<file path="src/rtl/seven_segment_pkg.sv">
// Shared types and segment patterns for the multiplexed seven-segment driver.
// Segment bits are {a,b,c,d,e,f,g} on [6:0], active-high.
package seven_segment_pkg;

    typedef logic [6:0] seg_t;

    localparam int MAX_DIGITS = 8;

    localparam seg_t SEG_0     = 7'b1111110;
    localparam seg_t SEG_1     = 7'b0110000;
    localparam seg_t SEG_2     = 7'b1101101;
    localparam seg_t SEG_3     = 7'b1111001;
    localparam seg_t SEG_4     = 7'b0110011;
    localparam seg_t SEG_5     = 7'b1011011;
    localparam seg_t SEG_6     = 7'b1011111;
    localparam seg_t SEG_7     = 7'b1110000;
    localparam seg_t SEG_8     = 7'b1111111;
    localparam seg_t SEG_9     = 7'b1111011;
    localparam seg_t SEG_A     = 7'b1110111;
    localparam seg_t SEG_B     = 7'b0011111;
    localparam seg_t SEG_C     = 7'b1001110;
    localparam seg_t SEG_D     = 7'b0111101;
    localparam seg_t SEG_E     = 7'b1001111;
    localparam seg_t SEG_F     = 7'b1000111;
    localparam seg_t SEG_BLANK = 7'b0000000;

endpackage

</file>
<file path="src/rtl/seven_segment_decode.sv">
// Combinational nibble to segment-pattern decoder.
// SEVSEG_HEX_EN defined: 10..15 show A,b,C,d,E,F; undefined: 10..15 are blank.
module seven_segment_decode
    import seven_segment_pkg::*;
(
    input  logic [3:0] nib_i,
    output seg_t       seg_o
);

    always_comb begin
        seg_o = SEG_BLANK;
        case (nib_i)
            4'h0: seg_o = SEG_0;
            4'h1: seg_o = SEG_1;
            4'h2: seg_o = SEG_2;
            4'h3: seg_o = SEG_3;
            4'h4: seg_o = SEG_4;
            4'h5: seg_o = SEG_5;
            4'h6: seg_o = SEG_6;
            4'h7: seg_o = SEG_7;
            4'h8: seg_o = SEG_8;
            4'h9: seg_o = SEG_9;
`ifdef SEVSEG_HEX_EN
            4'hA: seg_o = SEG_A;
            4'hB: seg_o = SEG_B;
            4'hC: seg_o = SEG_C;
            4'hD: seg_o = SEG_D;
            4'hE: seg_o = SEG_E;
            4'hF: seg_o = SEG_F;
`endif
            default: seg_o = SEG_BLANK;
        endcase
    end

endmodule

</file>
<file path="src/rtl/seven_segment_mux.sv">
// Time-multiplexed multi-digit seven-segment driver with frame-aligned word commit
// and leading-zero suppression. Hex glyphs for 10..15 are enabled by SEVSEG_HEX_EN.
module seven_segment_mux
    import seven_segment_pkg::*;
#(
    parameter int NUM_DIGITS  = 4,
    parameter int REFRESH_DIV = 1000
) (
    input  logic                    clk,
    input  logic                    rst,
    input  logic [4*NUM_DIGITS-1:0] digits,
    input  logic                    update,
    input  logic                    lz_en,
    output logic [6:0]              seg,
    output logic [NUM_DIGITS-1:0]   an,
    output logic                    frame
);

    localparam int CNT_W = (REFRESH_DIV > 1) ? $clog2(REFRESH_DIV) : 1;
    localparam int IDX_W = (NUM_DIGITS > 1) ? $clog2(NUM_DIGITS) : 1;
    localparam logic [CNT_W-1:0] CNT_MAX = CNT_W'(REFRESH_DIV - 1);
    localparam logic [IDX_W-1:0] IDX_MAX = IDX_W'(NUM_DIGITS - 1);

    logic [CNT_W-1:0]        cnt_q, cnt_d;
    logic [IDX_W-1:0]        idx_q, idx_d;
    logic [4*NUM_DIGITS-1:0] pend_q, pend_d;
    logic                    pend_vld_q, pend_vld_d;
    logic [4*NUM_DIGITS-1:0] disp_q, disp_d;
    seg_t                    seg_q, seg_d;
    logic [NUM_DIGITS-1:0]   an_q, an_d;
    logic                    frame_q, frame_d;

    logic [3:0] nib [NUM_DIGITS];
    logic [3:0] cur_nib;
    seg_t       dec_seg;
    logic       upper_zero;
    logic       blank;
    logic       boundary;

    for (genvar gi = 0; gi < NUM_DIGITS; gi++) begin : g_nib
        assign nib[gi] = disp_q[4*gi +: 4];
    end

    assign cur_nib = nib[idx_q];

    seven_segment_decode u_decode (
        .nib_i (cur_nib),
        .seg_o (dec_seg)
    );

    // A digit is a leading zero only if it and every more-significant digit are zero.
    always_comb begin
        upper_zero = 1'b1;
        for (int j = 0; j < NUM_DIGITS; j++) begin
            if ((IDX_W'(j) >= idx_q) && (nib[j] != 4'h0)) begin
                upper_zero = 1'b0;
            end
        end
    end

    assign blank    = lz_en && (idx_q != '0) && upper_zero;
    assign boundary = (cnt_q == CNT_MAX) && (idx_q == IDX_MAX);

    always_comb begin
        cnt_d      = cnt_q + CNT_W'(1);
        idx_d      = idx_q;
        pend_d     = pend_q;
        pend_vld_d = pend_vld_q;
        disp_d     = disp_q;

        if (cnt_q == CNT_MAX) begin
            cnt_d = '0;
            idx_d = (idx_q == IDX_MAX) ? '0 : idx_q + IDX_W'(1);
        end

        // An update landing on the boundary itself bypasses the pending register.
        if (boundary) begin
            if (update) begin
                disp_d = digits;
            end else if (pend_vld_q) begin
                disp_d = pend_q;
            end
            pend_vld_d = 1'b0;
        end else if (update) begin
            pend_d     = digits;
            pend_vld_d = 1'b1;
        end

        an_d    = NUM_DIGITS'(1) << idx_q;
        seg_d   = blank ? SEG_BLANK : dec_seg;
        frame_d = boundary;
    end

    always_ff @(posedge clk or posedge rst) begin
        if (rst) begin
            cnt_q      <= '0;
            idx_q      <= '0;
            pend_q     <= '0;
            pend_vld_q <= 1'b0;
            disp_q     <= '0;
            seg_q      <= SEG_BLANK;
            an_q       <= '0;
            frame_q    <= 1'b0;
        end else begin
            cnt_q      <= cnt_d;
            idx_q      <= idx_d;
            pend_q     <= pend_d;
            pend_vld_q <= pend_vld_d;
            disp_q     <= disp_d;
            seg_q      <= seg_d;
            an_q       <= an_d;
            frame_q    <= frame_d;
        end
    end

    assign seg   = seg_q;
    assign an    = an_q;
    assign frame = frame_q;

endmodule

</file>
<file path="config.mk">
export PLATFORM = sky130hd
export DESIGN_NAME = seven_segment_mux
export DESIGN_NICKNAME = d
export VERILOG_FILES = /design/src/rtl/seven_segment_pkg.sv /design/src/rtl/seven_segment_decode.sv /design/src/rtl/seven_segment_mux.sv
export SDC_FILE = /design/constraint.sdc
export NUM_CORES = 1
export LEC_CHECK = 0
export ABC_AREA = 1
export ABC_CLOCK_PERIOD_IN_PS = 4200
export CAP_MARGIN = 20
export CORE_UTILIZATION = 45
export CTS_CLUSTER_DIAMETER = 60
export DETAILED_ROUTE_END_ITERATION = 12
export PLACE_DENSITY = 0.64
export SYNTH_ARGS = -nofsm -noshare
export SYNTH_HDL_FRONTEND = slang
export SYNTH_SLANG_ARGS = --single-unit
export TNS_END_PERCENT = 30
</file>
<file path="constraint.sdc">
create_clock -name clk -period 4.2 [get_ports clk]
set_input_delay 0.42 -clock clk [delete_from_list [all_inputs] [get_ports clk]]
set_output_delay 0.42 -clock clk [all_outputs]
set_load 0.05 [all_outputs]
</file>
==> impl_metrics.tcl, run 1 <==
set metrics [dict create \
    grt_pass1_wl_mm 9.556 \
    worstPathRequired_ns 4.42 \
    cts.path.max_buffers 2 \
    die_h_um 83.21 \
    io-pin-count 32 \
    postRouteWirelength_mm 5.418 \
    final_layout_size_suffix_gt1_share_pct 14.21 \
    clock_tree_from_tritoncts "built" \
    number_of_cells_produced_by_synthesis 336 \
    min_period_over_period_pct 54.61 \
    syn_nets 367 \
    grt_setup_unrepaired "false" \
    cts.hold.buffers_added 0 \
    netlist_cell_types 30 \
    antenna_found_initial 0 \
    final_nets 399 \
    crit_fanout 34 \
    antennaDiodeCount 0 \
    p_per_area_mw_per_mm2 336.3 \
    synth-adder-area-share_pct 4.637 \
    syn-cell-area_mm2 0.002968 \
    cellLeakagePower_nw 1.753 \
    crit_arrival_ns 2.52 \
    worst-slew-pin-transition_ns 0.9521 \
    groute.usage.overall_pct 17.55 \
    muxShareOfSynthArea_pct 6.071 \
    clock_sink_count 57 \
    chipWidth_um 83.21 \
    detail-route-antenna-nets 0 \
    nFillCells 585 \
    grt_pass1_vias 2063 \
    synth_top_family_by_area "simple AND/OR/NAND/NOR gates" \
    yosysWarningCount 0 \
    fmaxAchievable_mhz 436.0 \
    coreArea_mm2 0.006350 \
    worst_setup_path_end_kind "flip-flop" \
    timing.critical_path.from_type "primary input" \
    synth.avg_cell_area_um2 8.833 \
    areaGrowthSynthToFinish_pct 17.71 \
    tritoncts.num_buffers 9 \
    finalSetupViolCount 0 \
    timing.setup.tns_ns 0 \
    final_report_max_slew_violation_count 0 \
    vias_per_cell 4.869 \
    worst_slack_ns 1.906 \
    detailed_place_hpwl_mm 3.768 \
    worst_case_vdd_ir_drop_mv 0.2249 \
    cts.clk_slew.worst_paths_ns 0.06 \
    cts_resizes 0 \
    reg2reg_slack_ns 2.30 \
    drv_cap 0 \
    postCtsSetupRepairBufs 0 \
    wl_per_cell_um 12.04 \
    post_synth_and_or_nand_nor_area_fraction_pct 32.38 \
    yosysSeqAreaShare_pct 48.06 \
    post_synthesis_compound_gate_area_fraction_pct 1.686 \
    grt_start_max_net_pins 35 \
    yosys.area_share.xor_xnor_pct 0.8853 \
    timing.setup.critical_path_class "in -> reg" \
    period_minus_slack_ns 2.294 \
    drt-initial-drc-count 59 \
    vias 2191 \
    root_buffer "sky130_fd_sc_hd__clkbuf_8" \
    die_area_mm2 0.006924 \
    drc 0 \
    timing_hold_violations_final 0 \
    timing.slew.headroom_pct 36.53 \
    std_cell_rows 29 \
    dp_worst_setup_slack_ns 1.554 \
    cts.htree.levels 3 \
    first_pass_iters 4 \
    hold_path_class "in -> async" \
    clock_skew_ns 0.005512 \
    clkLatencyLatePin_ns 0.34 \
    flop_and_latch_count_out_of_synthesis 57 \
    port_buffers 31 \
    start_util_pct 46.74 \
    run_status "finished, final reports clean" \
    global_route.overflow_total 0 \
    gp_routability_congestion 0.8061 \
]
-- power by group --
group	switching (mW)	internal (mW)	total [mW]
logic	0.0359	0.0378	0.0737
registers	0.00689	0.563	0.570
clock network	0.209	0.322	0.531
-- layout make-up --
class                      count  area, um^2  area share [%]
sequential                    57        1426           40.83
timing repair buffer          33       325.3           9.312
multi-input combinational    245        1355           38.79
tap                           77       96.34           2.758
clock inverter                 2       35.03           1.003
inverter                      22       82.58           2.364
clock buffer                  14       172.7           4.943
-- layer usage --
metal / part of all wire [%] / GRT usage [%]
met5: 0 / 0
met4: 1.3 / 6.113
met3: 3.9 / 6.362
met2: 45 / 26.83
met1: 50 / 23.03
-- layout by cell type (no fill, tap or decap), drive strengths merged --
cell / n
a21oi: 4
buf: 2
bufinv: 1
clkbuf: 14
clkdlybuf4s50: 31
clkinv: 2
dfrtp: 57
ha: 11
inv: 21
mux2: 16
nand2: 117
nand3: 48
nand3b: 1
nand4: 2
nor2: 32
nor3: 2
o21ai: 6
or2: 3
xor2: 3
-- critical path, cell delays in order --
cell,delay [ns]
sky130_fd_sc_hd__clkdlybuf4s50_1,0.45
sky130_fd_sc_hd__buf_4,0.36
sky130_fd_sc_hd__or2_0,0.79
sky130_fd_sc_hd__nand3_4,0.28
sky130_fd_sc_hd__nand2_1,0.14
sky130_fd_sc_hd__nand2_1,0.06
-- cells by family after synthesis --
family / after synthesis
adders and majority gates: 11
buffers and inverters: 34
AOI/OAI and AO/OA: 10
xor gates and xnor gates: 3
muxes: 16
DFF: 57
and+or+nand+nor: 205
-- sequential cells by signal (all words and copies together) (netlist names) --
register,cells
pend_q,16
an,4
disp_q,16
frame,1
cnt_q,10
idx_q,2
pend_vld_q,1
seg,7
-- Yosys cell counts --
cell	n	area [um^2]
sky130_fd_sc_hd__buf_12	1	20.02
sky130_fd_sc_hd__nor2_2	1	6.260
sky130_fd_sc_hd__nand2_8	2	40.04
sky130_fd_sc_hd__nand2_2	4	25.02
sky130_fd_sc_hd__nand3_1	45	225.2
sky130_fd_sc_hd__dfrtp_1	57	1426
sky130_fd_sc_hd__buf_1	1	3.750
sky130_fd_sc_hd__nor2_1	28	105.1
sky130_fd_sc_hd__buf_6	4	45.04
sky130_fd_sc_hd__nor3_1	2	10.01
sky130_fd_sc_hd__ha_1	11	137.6
sky130_fd_sc_hd__inv_2	4	15.01
sky130_fd_sc_hd__a21oi_1	4	20.02
sky130_fd_sc_hd__nand2_1	111	416.7
sky130_fd_sc_hd__mux2_2	16	180.2
sky130_fd_sc_hd__o21ai_0	6	30.03
sky130_fd_sc_hd__nand3b_1	1	7.510
sky130_fd_sc_hd__nand3_2	1	10.01
sky130_fd_sc_hd__or2_0	1	6.260
sky130_fd_sc_hd__nor2_8	1	20.02
sky130_fd_sc_hd__xor2_1	3	26.28
sky130_fd_sc_hd__or2_2	2	12.51
sky130_fd_sc_hd__nor2_4	2	22.52
sky130_fd_sc_hd__nand3_4	2	35.03
sky130_fd_sc_hd__buf_2	4	20.02
sky130_fd_sc_hd__buf_4	2	15.01
sky130_fd_sc_hd__nand4_1	1	6.260
sky130_fd_sc_hd__clkinv_1	1	3.750
sky130_fd_sc_hd__inv_1	17	63.81
sky130_fd_sc_hd__nand4_2	1	12.51
-- stage by stage --
stage / power, mW / hold slack [ns] / std cells / util, % / instance area [um^2]
after global routing: 1.225 / 0.4641 / 450 / 55.01 / 3493
after global placement: 0.6523 / 0.4496 / 434 / 51.74 / 3286
final: 1.175 / 0.4249 / 450 / 55.01 / 3493
after floorplan: 0.6253 / 0.4380 / 336 / - / 2968
after detailed placement: 0.6537 / 0.4544 / 434 / 51.74 / 3286
after CTS: 1.190 / 0.4320 / 450 / 55.01 / 3493
-- final timing paths --
path,start,endpoint,cells after the start
hold / removal,rst,an[3],2
hold reg to reg,pend_q[5],pend_q[5],2
max in group asynchronous,rst,disp_q[7],3
setup reg to reg,idx_q[0],disp_q[8],5
setup / recovery,update,disp_q[3],6
min in group clk,pend_q[5],pend_q[5],2
(Power assumes the default switching activity.)
==> run 2: changes to the inputs <==
--- a/config.mk
+++ b/config.mk
@@ -6,12 +6,12 @@
 export NUM_CORES = 1
 export LEC_CHECK = 0
 export ABC_AREA = 1
-export ABC_CLOCK_PERIOD_IN_PS = 4200
+export ABC_CLOCK_PERIOD_IN_PS = 1900
 export CAP_MARGIN = 20
 export CORE_UTILIZATION = 45
 export CTS_CLUSTER_DIAMETER = 60
 export DETAILED_ROUTE_END_ITERATION = 12
-export PLACE_DENSITY = 0.64
+export PLACE_DENSITY = 0.66
 export SYNTH_ARGS = -nofsm -noshare
 export SYNTH_HDL_FRONTEND = slang
 export SYNTH_SLANG_ARGS = --single-unit
==> constraint.sdc (replaced) <==
create_clock -name clk -period 1.9 [get_ports clk]
set_input_delay 0.19 -clock clk [delete_from_list [all_inputs] [get_ports clk]]
set_output_delay 0.19 -clock clk [all_outputs]
set_load 0.05 [all_outputs]
==> impl_metrics.tcl, run 2 (synthesis results as in run 1) <==
set metrics [dict create \
    run_status "finished, final reports clean" \
    groute.usage.overall_pct 18.30 \
    cts.clk_slew.worst_paths_ns 0.06 \
    coreArea_mm2 0.006350 \
    final_core_utilization_pct 54.94 \
    drc 0 \
    vias 2231 \
    p_clk_share_pct 39.0 \
    netSwitchingPower_uw 551.1 \
    io-pin-count 32 \
    grt_pass1_wl_mm 10.09 \
    root_buffer "sky130_fd_sc_hd__clkbuf_8" \
    crit_arrival_ns 1.90 \
    final_design_area_no_fill_mm2 0.003488 \
    clock_skew_ns 0.005795 \
    final_cell_mix "111 x sky130_fd_sc_hd__nand2_1, 56 x sky130_fd_sc_hd__dfrtp_1, 45 x sky130_fd_sc_hd__nand3_1" \
    postRouteWirelength_mm 5.498 \
    timing.hold.ws_ns 0.2293 \
    total_power_after_layout_mw 2.344 \
    timing_hold_violations_final 0 \
    timing.slew.headroom_pct 67.25 \
    grt_pass1_vias 2191 \
    drt-initial-drc-count 121 \
    final_report_max_slew_violation_count 0 \
    sequentialPowerShare_pct 53.7 \
    timing.critical_path.from_type "flip-flop" \
    clock_sink_count 57 \
    antenna_found_initial 0 \
    sw_share_pct 23.51 \
    detail-route-antenna-nets 0 \
    period_minus_slack_ns 1.678 \
    tritoncts.num_buffers 9 \
    worstPathRequired_ns 2.13 \
    worst_setup_path_end_kind "flip-flop" \
    die_area_mm2 0.006924 \
    clkLatencyLatePin_ns 0.34 \
    drv_cap 0 \
    wl_per_cell_um 12.16 \
    global_route.overflow_total 0 \
    crit_fanout 12 \
    first_pass_iters 4 \
    die_h_um 83.21 \
    p_per_area_mw_per_mm2 672.0 \
    reg2reg_slack_ns 0.22 \
    min_period_over_period_pct 88.31 \
    cts.hold.buffers_added 0 \
    fmaxAchievable_mhz 596.0 \
    antennaDiodeCount 0 \
    grt_setup_unrepaired "false" \
    grt_start_max_net_pins 58 \
    timing.setup.critical_path_class "reg -> reg" \
    finalSetupViolCount 0 \
    gp_routability_congestion 0.8798 \
    hold_path_class "in -> async" \
    cellInternalPower_mw 1.793 \
    detailed_place_hpwl_mm 3.751 \
    final_layout_size_suffix_gt1_share_pct 14.40 \
    cts.htree.levels 3 \
    reg_top3 "disp_q: 16 flops, pend_q: 16 flops, cnt_q: 10 flops" \
    worst-slew-pin-transition_ns 0.4897 \
    cts.path.max_buffers 2 \
    final_nets 403 \
    vias_per_cell 4.936 \
    worst_case_vdd_ir_drop_mv 0.4607 \
    chipWidth_um 83.21 \
    areaGrowthSynthToFinish_pct 17.54 \
    timing.setup.tns_ns 0 \
    post_dp_cell_area_mm2 0.003341 \
    port_buffers 31 \
    worst-r2r-cell-count 9 \
    std_cell_rows 29 \
    clock_tree_from_tritoncts "built" \
    fraction_of_power_consumed_by_combinational_cells_pct 7.3 \
    cellLeakagePower_nw 1.748 \
    start_util_pct 46.74 \
    layout.cells.most_common "sky130_fd_sc_hd__nand2_1" \
]
## run 2: cell count changes in the layout (fill, tap and decap cells not counted), sizes merged
cell,previous run,this run
clkbuf,14,13
bufinv,1,0
buf,2,6
## run 2: layout make-up
class	instances	area, um^2
fill	609	2861
sequential	57	1428
multi-input combinational	245	1355
timing repair buffer	37	380.4
clock buffer	13	138.9
tap	77	96.34
inverter	22	85.08
clock inverter	1	5.005
## run 2: worst paths after layout
kind / to / from
setup / recovery: seg[3] / idx_q[0]
hold / removal: an[3] / rst
min in group clk: pend_q[11] / digits[11]
setup reg to reg: seg[3] / idx_q[0]
max in group asynchronous: idx_q[0] / rst
hold reg to reg: pend_q[12] / pend_q[12]
## run 2: timing repair
action | CTS | global route
setup endpoints to repair | 0 | 5
gates resized for setup | 0 | 2
buffers inserted | 0 | 0
## run 2: per-layer routing
metal  vias to the layer above  global-route usage [%]  part of all wire (%)
met3                         8                   3.976                   3.4
met4                         0                   10.19                   2.1
li1                       1147                       -                     -
met5                         -                       0                     0
met2                        50                   26.53                    44
met1                      1026                   25.39                    50
## run 2: critical path, stage by stage (launching register included)
cell	delay (ns)
sky130_fd_sc_hd__dfrtp_2	0.50
sky130_fd_sc_hd__inv_4	0.15
sky130_fd_sc_hd__nand2_1	0.07
sky130_fd_sc_hd__nand3_1	0.07
sky130_fd_sc_hd__nand2_1	0.14
sky130_fd_sc_hd__ha_1	0.33
sky130_fd_sc_hd__nand3_1	0.11
sky130_fd_sc_hd__nand2_1	0.06
sky130_fd_sc_hd__nor2_1	0.09
sky130_fd_sc_hd__nor2_1	0.05
## run 2: power by group through the flow
stage / logic [mW] / registers [mW] / clock network, mW
after detailed placement: 0.171 / 1.28 / 0
final: 0.170 / 1.26 / 0.915
after CTS: 0.173 / 1.26 / 0.948
after global placement: 0.171 / 1.28 / 0
after global routing: 0.192 / 1.26 / 0.988
after floorplan: 0.105 / 1.28 / 0
## run 2: metrics by stage
stage	instances	setup slack, ns
after floorplan	336	0.2895
after global placement	438	0.2277
after detailed placement	438	0.1080
after CTS	452	0.09644
after global routing	452	0.06496
final	452	0.2221
